==> config.mk <==
export PLATFORM = sky130hd
export DESIGN_NAME = output_tile_writer
export DESIGN_NICKNAME = d
export VERILOG_FILES = /design/src/rtl/output_tile_writer_pkg.sv /design/src/rtl/output_tile_writer_fifo.sv /design/src/rtl/output_tile_writer.sv
export SDC_FILE = /design/constraint.sdc
export NUM_CORES = 2
export LEC_CHECK = 0
export CORE_MARGIN = 2
export CORE_UTILIZATION = 45
export CTS_CLUSTER_SIZE = 10
export DETAILED_ROUTE_END_ITERATION = 7
export GPL_ROUTABILITY_DRIVEN = 0
export PLACE_DENSITY = 0.66
export SYNTH_ARGS = -nofsm -noshare
export SYNTH_HDL_FRONTEND = slang
export SYNTH_HIERARCHICAL = 1
export SYNTH_SLANG_ARGS = --single-unit
==> constraint.sdc <==
create_clock -name clk -period 5.52 [get_ports clk]
set_input_delay 0.552 -clock clk [delete_from_list [all_inputs] [get_ports clk]]
set_output_delay 0.552 -clock clk [all_outputs]
set_load 0.1 [all_outputs]
==> src/rtl/output_tile_writer_pkg.sv <==
// Shared sizing, FSM encoding and int8 saturation for the output tile writer.
package output_tile_writer_pkg;

    localparam int ARRAYWIDTH = 8;
    localparam int ACC_W      = 32;
    localparam int OUT_W      = 8;
    localparam int ADDR_W     = 17;
    localparam int DIM_W      = 11;
    localparam int FIFO_DEPTH = 4;

    typedef enum logic [1:0] {
        ST_IDLE  = 2'd0,
        ST_RUN   = 2'd1,
        ST_DRAIN = 2'd2
    } state_t;

    function automatic logic [OUT_W-1:0] sat8(input logic signed [ACC_W-1:0] v);
        if (v > 127)
            return 8'h7F;
        else if (v < -128)
            return 8'h80;
        else
            return v[OUT_W-1:0];
    endfunction

endpackage

==> src/rtl/output_tile_writer_fifo.sv <==
// Show-ahead synchronous FIFO; a push on a full FIFO succeeds when a pop happens the same cycle.
module writer_fifo #(
    parameter int DATA_W = 8,
    parameter int DEPTH  = 4
) (
    input  logic              clk,
    input  logic              rst,
    input  logic              push,
    input  logic              pop,
    input  logic [DATA_W-1:0] din,
    output logic [DATA_W-1:0] dout,
    output logic              empty,
    output logic              full
);
    localparam int PW = $clog2(DEPTH);
    localparam logic [PW:0] PTR_ONE = (PW+1)'(1);

    logic [DATA_W-1:0] r_mem [DEPTH];
    logic [PW:0]       r_wr_ptr;
    logic [PW:0]       r_rd_ptr;

    always_ff @(posedge clk) begin
        if (rst) begin
            r_wr_ptr <= '0;
            r_rd_ptr <= '0;
        end else begin
            if (push) r_wr_ptr <= r_wr_ptr + PTR_ONE;
            if (pop)  r_rd_ptr <= r_rd_ptr + PTR_ONE;
        end
    end

    always_ff @(posedge clk) begin
        if (push) r_mem[r_wr_ptr[PW-1:0]] <= din;
    end

    assign dout  = r_mem[r_rd_ptr[PW-1:0]];
    assign empty = (r_wr_ptr == r_rd_ptr);
    assign full  = (r_wr_ptr[PW] != r_rd_ptr[PW]) && (r_wr_ptr[PW-1:0] == r_rd_ptr[PW-1:0]);

endmodule

==> src/rtl/output_tile_writer.sv <==
// Requantizes accumulator beats to int8 and writes them as tiled row-major bytes with edge-tile lane masks.
module output_tile_writer
    import output_tile_writer_pkg::*;
(
    input  logic                        clk,
    input  logic                        rst,
    input  logic                        start,
    input  logic [DIM_W-1:0]            cfg_m,
    input  logic [DIM_W-1:0]            cfg_n,
    input  logic [ADDR_W-1:0]           cfg_base,
    input  logic [4:0]                  cfg_shift,
    input  logic                        cfg_relu,
    input  logic                        in_valid,
    input  logic [ACC_W*ARRAYWIDTH-1:0] in_data,
    output logic                        wr_valid,
    input  logic                        wr_ready,
    output logic [ADDR_W-1:0]           wr_addr,
    output logic [OUT_W*ARRAYWIDTH-1:0] wr_data,
    output logic [ARRAYWIDTH-1:0]       wr_mask,
    output logic                        busy,
    output logic                        done,
    output logic                        err_ovf
);
    localparam int COL_W = DIM_W + 1;
    localparam int ENT_W = OUT_W*ARRAYWIDTH + ADDR_W + ARRAYWIDTH;
    localparam logic [COL_W-1:0]  AW_C  = COL_W'(ARRAYWIDTH);
    localparam logic [ADDR_W-1:0] AW_A  = ADDR_W'(ARRAYWIDTH);
    localparam logic [DIM_W-1:0]  ONE_D = DIM_W'(1);

    function automatic logic [OUT_W-1:0] requant(input logic signed [ACC_W-1:0] v,
                                                 input logic [4:0] sh, input logic relu);
        logic signed [ACC_W-1:0] s;
        s = v >>> sh;
        if (relu && s < 0) s = '0;
        return sat8(s);
    endfunction

    state_t r_state, w_next;
    logic [DIM_W-1:0]  r_m, r_n, r_p;
    logic [COL_W-1:0]  r_col;
    logic [ADDR_W-1:0] r_addr, r_col_addr;
    logic [4:0]        r_shift;
    logic              r_relu, r_done, r_err;
    logic              w_run, w_start_ok, w_drain_done, w_out_idle;
    logic              w_push, w_pop, w_drop, w_last_p, w_last_ct, w_last;
    logic              w_empty, w_full;
    logic [OUT_W*ARRAYWIDTH-1:0] w_q_data_p1, w_h_data;
    logic [ARRAYWIDTH-1:0]       w_mask_p1, w_h_mask;
    logic [ADDR_W-1:0]           w_h_addr;
    logic [ENT_W-1:0]            w_fifo_din_p1, w_fifo_dout;
    logic                        r_vld_p2;
    logic [ADDR_W-1:0]           r_wr_addr_p2;
    logic [OUT_W*ARRAYWIDTH-1:0] r_wr_data_p2;
    logic [ARRAYWIDTH-1:0]       r_wr_mask_p2;

    always_ff @(posedge clk) begin
        if (rst) r_state <= ST_IDLE;
        else     r_state <= w_next;
    end

    always_comb begin
        w_next = r_state;
        case (r_state)
            ST_IDLE:  if (start)      w_next = ST_RUN;
            ST_RUN:   if (w_last)     w_next = ST_DRAIN;
            ST_DRAIN: if (w_out_idle) w_next = ST_IDLE;
            default:                  w_next = ST_IDLE;
        endcase
    end

    always_comb begin
        w_run        = (r_state == ST_RUN);
        w_start_ok   = (r_state == ST_IDLE) && start;
        w_drain_done = (r_state == ST_DRAIN) && w_out_idle;
        busy         = (r_state != ST_IDLE);
    end

    assign w_pop      = !w_empty && (!r_vld_p2 || wr_ready);
    assign w_out_idle = w_empty && (!r_vld_p2 || wr_ready);
    assign w_push     = in_valid && w_run && (!w_full || w_pop);
    assign w_drop     = in_valid && !w_push;
    assign w_last_p   = (r_p == r_m - ONE_D);
    assign w_last_ct  = ((r_col + AW_C) >= {1'b0, r_n});
    assign w_last     = w_push && w_last_p && w_last_ct;

    // Stage 1: requantize lanes and tag with tile address/mask; the FIFO entry is the stage register
    always_comb begin
        w_q_data_p1 = '0;
        w_mask_p1   = '0;
        for (int i = 0; i < ARRAYWIDTH; i++) begin
            w_q_data_p1[i*OUT_W +: OUT_W] = requant($signed(in_data[i*ACC_W +: ACC_W]), r_shift, r_relu);
            w_mask_p1[i] = (r_col + COL_W'(i)) < {1'b0, r_n};
        end
    end
    assign w_fifo_din_p1 = {w_q_data_p1, r_addr, w_mask_p1};

    always_ff @(posedge clk) begin
        if (rst) begin
            r_m <= '0; r_n <= '0; r_shift <= '0; r_relu <= 1'b0;
            r_p <= '0; r_col <= '0; r_addr <= '0; r_col_addr <= '0;
        end else if (w_start_ok) begin
            r_m <= cfg_m; r_n <= cfg_n; r_shift <= cfg_shift; r_relu <= cfg_relu;
            r_p <= '0; r_col <= '0; r_addr <= cfg_base; r_col_addr <= cfg_base;
        end else if (w_push) begin
            if (w_last_p) begin
                r_p        <= '0;
                r_col      <= r_col + AW_C;
                r_col_addr <= r_col_addr + AW_A;
                r_addr     <= r_col_addr + AW_A;
            end else begin
                r_p    <= r_p + ONE_D;
                r_addr <= r_addr + ADDR_W'(r_n);
            end
        end
    end

    always_ff @(posedge clk) begin
        if (rst) begin
            r_err  <= 1'b0;
            r_done <= 1'b0;
        end else begin
            r_done <= w_drain_done;
            if (w_drop)          r_err <= 1'b1;
            else if (w_start_ok) r_err <= 1'b0;
        end
    end

    writer_fifo #(.DATA_W(ENT_W), .DEPTH(FIFO_DEPTH)) u_fifo (
        .clk   (clk),
        .rst   (rst),
        .push  (w_push),
        .pop   (w_pop),
        .din   (w_fifo_din_p1),
        .dout  (w_fifo_dout),
        .empty (w_empty),
        .full  (w_full)
    );
    assign {w_h_data, w_h_addr, w_h_mask} = w_fifo_dout;

    // Stage 2: write-port register, held while the memory stalls
    always_ff @(posedge clk) begin
        if (rst) begin
            r_vld_p2     <= 1'b0;
            r_wr_addr_p2 <= '0;
            r_wr_data_p2 <= '0;
            r_wr_mask_p2 <= '0;
        end else if (w_pop) begin
            r_vld_p2     <= 1'b1;
            r_wr_addr_p2 <= w_h_addr;
            r_wr_data_p2 <= w_h_data;
            r_wr_mask_p2 <= w_h_mask;
        end else if (wr_ready) begin
            r_vld_p2 <= 1'b0;
        end
    end

    assign wr_valid = r_vld_p2;
    assign wr_addr  = r_wr_addr_p2;
    assign wr_data  = r_wr_data_p2;
    assign wr_mask  = r_wr_mask_p2;
    assign done     = r_done;
    assign err_ovf  = r_err;

endmodule

* Word level (Yosys, flattened, before mapping)
Memory sizes are Yosys's and may differ from the RTL's. A register that Yosys moved wholly into a read port is not among the register bits.
Index checks and enable logic that the tools add are counted.
Widths: inputs -> output; s select.
** Storage, ports and cells
- Bits in registers :: 96
- Bits in latches :: 0
- Bits in writable memories :: 356
- Memory bits (read-only) :: 0
- Input bits :: 306
- Output and inout bits :: 93
- Logic and storage cells :: 154
- Memories kept :: 1
** Cells by class
- Add/sub/neg operators :: 14
- Multiply operators :: 0
- Divide/modulo/power cells :: 0
- Magnitude comparators :: 33
- Equality and inequality tests :: 9
- Shift operators :: 8
- Muxes and demuxes :: 41
- Bitwise operators :: 0
- Reductions and logical operators :: 34
** Memories
- u_fifo.r_mem :: depth 4, width 89, read ports 1, clocked after Yosys merged registers in 1, write ports 1, RTL line output_tile_writer_fifo.sv:18 : logic [DATA_W-1:0] r_mem [DEPTH];
** Operators with widths (count)
- $gt 32x8->1 const B :: 8
- $lt 32x1->1 const B :: 8
- $lt 32x8->1 const B :: 8
- $mux 32 :: 8
- $sshr 32x5->32 :: 8
- $mux 8 :: 16
- $mux 17 :: 6
- $lt 12x11->1 :: 8
- $add 12x3->12 const B :: 4
- $add 12x2->12 const B :: 2
- $logic_and 1x1->1 :: 18
- $add 17x11->17 :: 1
- $add 17x4->17 const B :: 1
- $add 12x1->12 const B :: 1
- $add 12x4->12 const B :: 1
- $ge 12x11->1 :: 1
- $add 11x1->11 const B :: 1
- $eq 11x11->1 :: 1
- $mux 11 :: 1
- $sub 11x1->11 const B :: 1
- $reduce_bool 2->1 :: 5
- $add 3x1->3 const B :: 2
- $mux 1 :: 6
- $mux 2 :: 3
- 14 further kinds :: 20

* Logic depth before layout (Yosys ltp)
- Depth in word-level cells :: 9
- Depth in mapped cells :: 15
- Depth with buffers taken out :: 11

* Modules after synthesis
Netlist, hierarchy kept.
** Modules (own cells, without submodules)
- output_tile_writer :: times used 1, cells an instance 3053, area an instance 24791.3 sq um, seq. area each 3523.4 sq um
- writer_fifo :: times used 1, cells an instance 505, area an instance 13216.4 sq um, seq. area each 10850.4 sq um

* Least setup slack after synthesis
OpenSTA, ideal clock, no wires.
- Path type :: register to register
- Start point :: register r_vld_p2, in the netlist wr_valid
- End point :: memory u_fifo/r_mem[3][0] (netlist name) (enable)
- Setup time :: 457 ps
- Arrival time :: 4264 ps
- Data required time :: 5063 ps
- Path slack :: 799 ps
- Stages on the path, launching flop included :: 9
- Path buffers :: 3
- Clock period less this slack :: 4721 ps
- Cells stage by stage :: dfxtp_1 nand2b_1 nand2b_1 clkbuf_1 a211o_1 clkinv_1 clkbuf_1 clkbuf_1 and2_1
** On the way
- Word-level cells in the longest chain between the ends :: 7
** Ends and longest elaborated chain
- from (decl) :: RTL line output_tile_writer.sv:51 : logic r_vld_p2;
- from (signal assigned) :: RTL line output_tile_writer.sv:143 : r_vld_p2 <= 1'b0;
- from (signal assigned) :: RTL line output_tile_writer.sv:148 : r_vld_p2 <= 1'b1;
- from (signal assigned) :: RTL line output_tile_writer.sv:153 : r_vld_p2 <= 1'b0;
- $logic_not 1->1 :: RTL line output_tile_writer.sv:78 : assign w_pop = !w_empty && (!r_vld_p2 || wr_ready);
- $logic_or 1x1->1 :: RTL line output_tile_writer.sv:78
- $logic_and 1x1->1 :: RTL line output_tile_writer.sv:78
- $logic_or 1x1->1 :: RTL line output_tile_writer.sv:80 : assign w_push = in_valid && w_run && (!w_full || w_pop);
- $logic_and 1x1->1 :: RTL line output_tile_writer.sv:80
- named net w_push :: RTL line output_tile_writer.sv:45 : logic w_push, w_pop, w_drop, w_last_p, w_last_ct, w_last;
- $mux 1 :: RTL line output_tile_writer_fifo.sv:33 : if (push) r_mem[r_wr_ptr[PW-1:0]] <= din;
- $mux 1 (implied by the code) :: RTL line output_tile_writer_fifo.sv:33
- to (decl) :: RTL line output_tile_writer_fifo.sv:18
The timed path passes the listed nets, and every way through them passes these cells.

* Worst setup path after layout
- Start point :: register r_shift[1]
- End point :: memory u_fifo/r_mem[0][28] (netlist name), data pin
** On the way
- Word-level cells in the longest chain between the ends :: 7
- Elaborated cells between the ends (all ways) :: 8
- Classes of those cells :: 3 x order compare; 1 x shift; 3 x mux; 1 x reduce/logical
** Ends and longest elaborated chain
- from (decl) :: RTL line output_tile_writer.sv:42 : logic [4:0] r_shift;
- from (signal assigned) :: RTL line output_tile_writer.sv:102 : r_m <= cfg_m; r_n <= cfg_n; r_shift <= cfg_shift; r_relu <= cfg_relu;
- $sshr 32x5->32 * :: RTL line output_tile_writer.sv:33 : s = v >>> sh;
- $lt 32x1->1 :: RTL line output_tile_writer.sv:34 : if (relu && s < 0) s = '0;
- $logic_and 1x1->1 :: RTL line output_tile_writer.sv:34
- $mux 32 * :: RTL line output_tile_writer.sv:34
- $lt 32x8->1 :: RTL line output_tile_writer_pkg.sv:20 : else if (v < -128)
- $mux 8 :: RTL line output_tile_writer_pkg.sv:20
- $mux 8 * :: RTL line output_tile_writer_pkg.sv:18 : if (v > 127)
- named net w_fifo_din_p1[28] :: RTL line output_tile_writer.sv:50 : logic [ENT_W-1:0] w_fifo_din_p1, w_fifo_dout;
The timed path passes the listed nets; every way through them passes the cells marked *.

==> results.md <==
- Status: finished clean
- Mapped Cells: 3558
- Clock buffers created by TritonCTS: 60
- Most frequent cells in the layout: nand2_1, clkdlybuf4s50_1, edfxtp_1, mux4_2, a21oi_1
- Core area: 0.0837 mm^2
- Setup TNS: 0 ps
- Initial Util: ~45%
- CTS tree: done
- Yosys reg bits: 540
- Synth Net Count: between 3000 and 4000
- Tcrit/Tclk final: slightly below 90%
- Clock transition at the registers of the reported paths: ~60 ps
- Max FO, Critical Path: 56
- Routed vias/inst: ~6.6
- Final Hold Viols: 0
- RSZ-0062 raised after global routing: no
- Relative slew margins: between 10% and 20%
- Final worst path period need: 4780 ps
- Final Slew Violations: 0
- EDFF count, synth: about 360
- Reg area: around 0.014 mm^2
- HP Class: in -> reg
- CTS Hold Bufs: 0
- Count of buffers from port buffering: approximately 400
- Final Skew: between 50 and 60 ps
- Register area share after synthesis: a little under two fifths
- Deepest clock path buffer count: 3
- Die Span Y: 295 um
- First-pass GRT wire length: 196000 um
- Share of the synthesized area in the top cell type: 28.1%
- Layout cells sized above 1: approximately 15%
- Total power: 15100 uW
- WS Path Type: reg -> reg
- Area contributors post-synth: edfxtp_1, mux4_2, dfxtp_1, mux2i_1, nand2_1
- H-tree Lvls: 2
- Fmax: about 210 MHz
- Dominant cell type by area after synthesis: edfxtp_1
- Multi-input gate area: about 0.022 mm^2
- Post-synth top flop: edfxtp_1
- Top-Level Pins: between 300 and 400
- TritonCTS Sinks: 540
- First DRT Iteration DRCs: between 4000 and 5000
- Fillers: approximately 7400
- Number of synthesis warnings: 6
- Post-CTS Resized: 0
- Slew @ Worst Pin: between 1000 and 1500 ps
- Vias in the first global route: 30400
- Final setup viols: 0
- Clock Latency Late Sink: ~640 ps
- DR vias: 32800
- Residual DRC count: 0
- Nets: roughly 4100
- P&R area growth vs syn: 16.5%
- Rows: around 110
- Most common cell after layout, fill and taps aside: nand2_1
- Leakage: 0.0147 uW
- Drt wl/cell: around 27 um
- DRT Pass-1 Iters: 8
- Cell Pwr Density: 340 mW/mm^2
- Synth unique cells: 102
- Largest net degree at the start of global routing: 84
- GRT Resource Usage Total: between 20 and 30%
- Root Driver: clkbuf_16
- Initial antenna violation count: 15
- Full die area: roughly 0.087 mm^2
- Cell Area, Synth: between 0.03 and 0.04 mm^2
- Die Span X: 295 um
- Max Cap Viol: 0
- CP Data Arrival Time: just over 5000 ps
- Worst setup SP type: register
- Final ANT Viol Nets: 0
- Async S/R FF share, synth: 0%
- Max VDD drop: about 0.32 mV
- Critical path endpoint category: register
- # Post-CTS Setup Buffers: 0
- Post-DP HPWL: just under 100000 um
- GRT overflow: 0
- Syn avg cell area: between 10 and 15 um^2
- Post-Route WL: 132000 um
- Worst path required time: a little under 6000 ps
==> per-layer routing <==
layer / vias up / wire length (um) / share of wire [%] / global-route usage, %
met2: 2210 / 56900 / 43 / 43.4
met5: - / 92 / 0.069 / 0
met4: 16 / 5720 / 4.3 / 11.5
met3: 387 / 16500 / 12 / 9.19
met1: 15800 / 53200 / 40 / 41.3
li1: 14300 / - / - / -
==> registers in the layout (all words and copies together) (netlist names), named ones only <==
name,flops
u_fifo/r_mem,356
r_col,9
u_fifo/r_rd_ptr,3
r_col_addr,17
wr_mask,8
done,1
r_relu,1
wr_data,64
r_n,11
wr_valid,1
err_ovf,1
r_p,11
r_m,11
wr_addr,17
r_state,2
u_fifo/r_wr_ptr,3
r_shift,5
r_addr,17
==> worst max-delay path: stages (launching register included) <==
cell	delay, ps
dfxtp_4	1000
or2_2	500
nor2_1	160
mux2i_1	160
a211oi_1	1090
a32oi_1	220
nor4bb_1	400
a31oi_1	250
o21ai_0	580
==> kinds of logic after synthesis <==
logic type                 share of synthesized area [%]
muxes                                               26.4
DFF                                                 37.8
AOI/OAI and AO/OA                                   15.3
xor gates and xnor gates                            1.36
adders and majority gates                           1.27
buffers and inverters                               4.84
and+or+nand+nor                                     13.0
==> metrics by stage <==
| stage | hold slack (ps) | cells | util [%] | cell area, um^2 | setup WS [ps] |
|---|---|---|---|---|---|
| floorplan | 434 | 3558 | - | 38000 | 799 |
| global placement | 441 | 4859 | 50.8 | 42500 | 1230 |
| detailed placement | 448 | 4859 | 50.8 | 42500 | 1080 |
| CTS | 369 | 4970 | 52.9 | 44300 | 1060 |
| global route | 399 | 4976 | 52.9 | 44300 | 763 |
| finish | 408 | 4976 | 52.9 | 44300 | 744 |
==> final cells by class <==
cell class / instances / share of cell area [%]
sequential: 540 / 32.5
multi-input combinational: 2670 / 49.3
inverter: 42 / 0.373
tap: 1134 / 3.20
timing repair buffer: 473 / 10.6
antenna: 6 / 0.0339
clock buffer: 108 / 3.87
clock inverter: 3 / 0.133
==> worst paths after layout <==
| check | slack, ps | depth (start not counted) | endpoint | startpoint |
|---|---|---|---|---|
| worst max-delay path | 740 | 8 | u_fifo/r_mem[0][28] | r_shift[1] |
| worst min-delay path | 410 | 2 | wr_addr[12] | rst |
| worst max register to register | 740 | 8 | u_fifo/r_mem[0][28] | r_shift[1] |
| worst min register to register | 450 | 2 | wr_data[59] | wr_data[59] |
==> Yosys cell counts (39+ instances only) <==
cell type	n
nor2_1	253
mux2i_1	220
mux4_2	268
clkbuf_1	130
nand2_1	510
dfxtp_1	184
xnor2_1	43
o21ai_0	110
buf_4	44
nor3_1	39
mux2_2	118
a21oi_1	254
edfxtp_1	356
a211oi_1	83
buf_2	68
nand3_1	44
==> power breakdown <==
group / switching (uW) / internal (uW)
clock network: 1550 / 2080
logic: 4320 / 2040
registers: 362 / 4700
(Power assumes the default switching activity.)
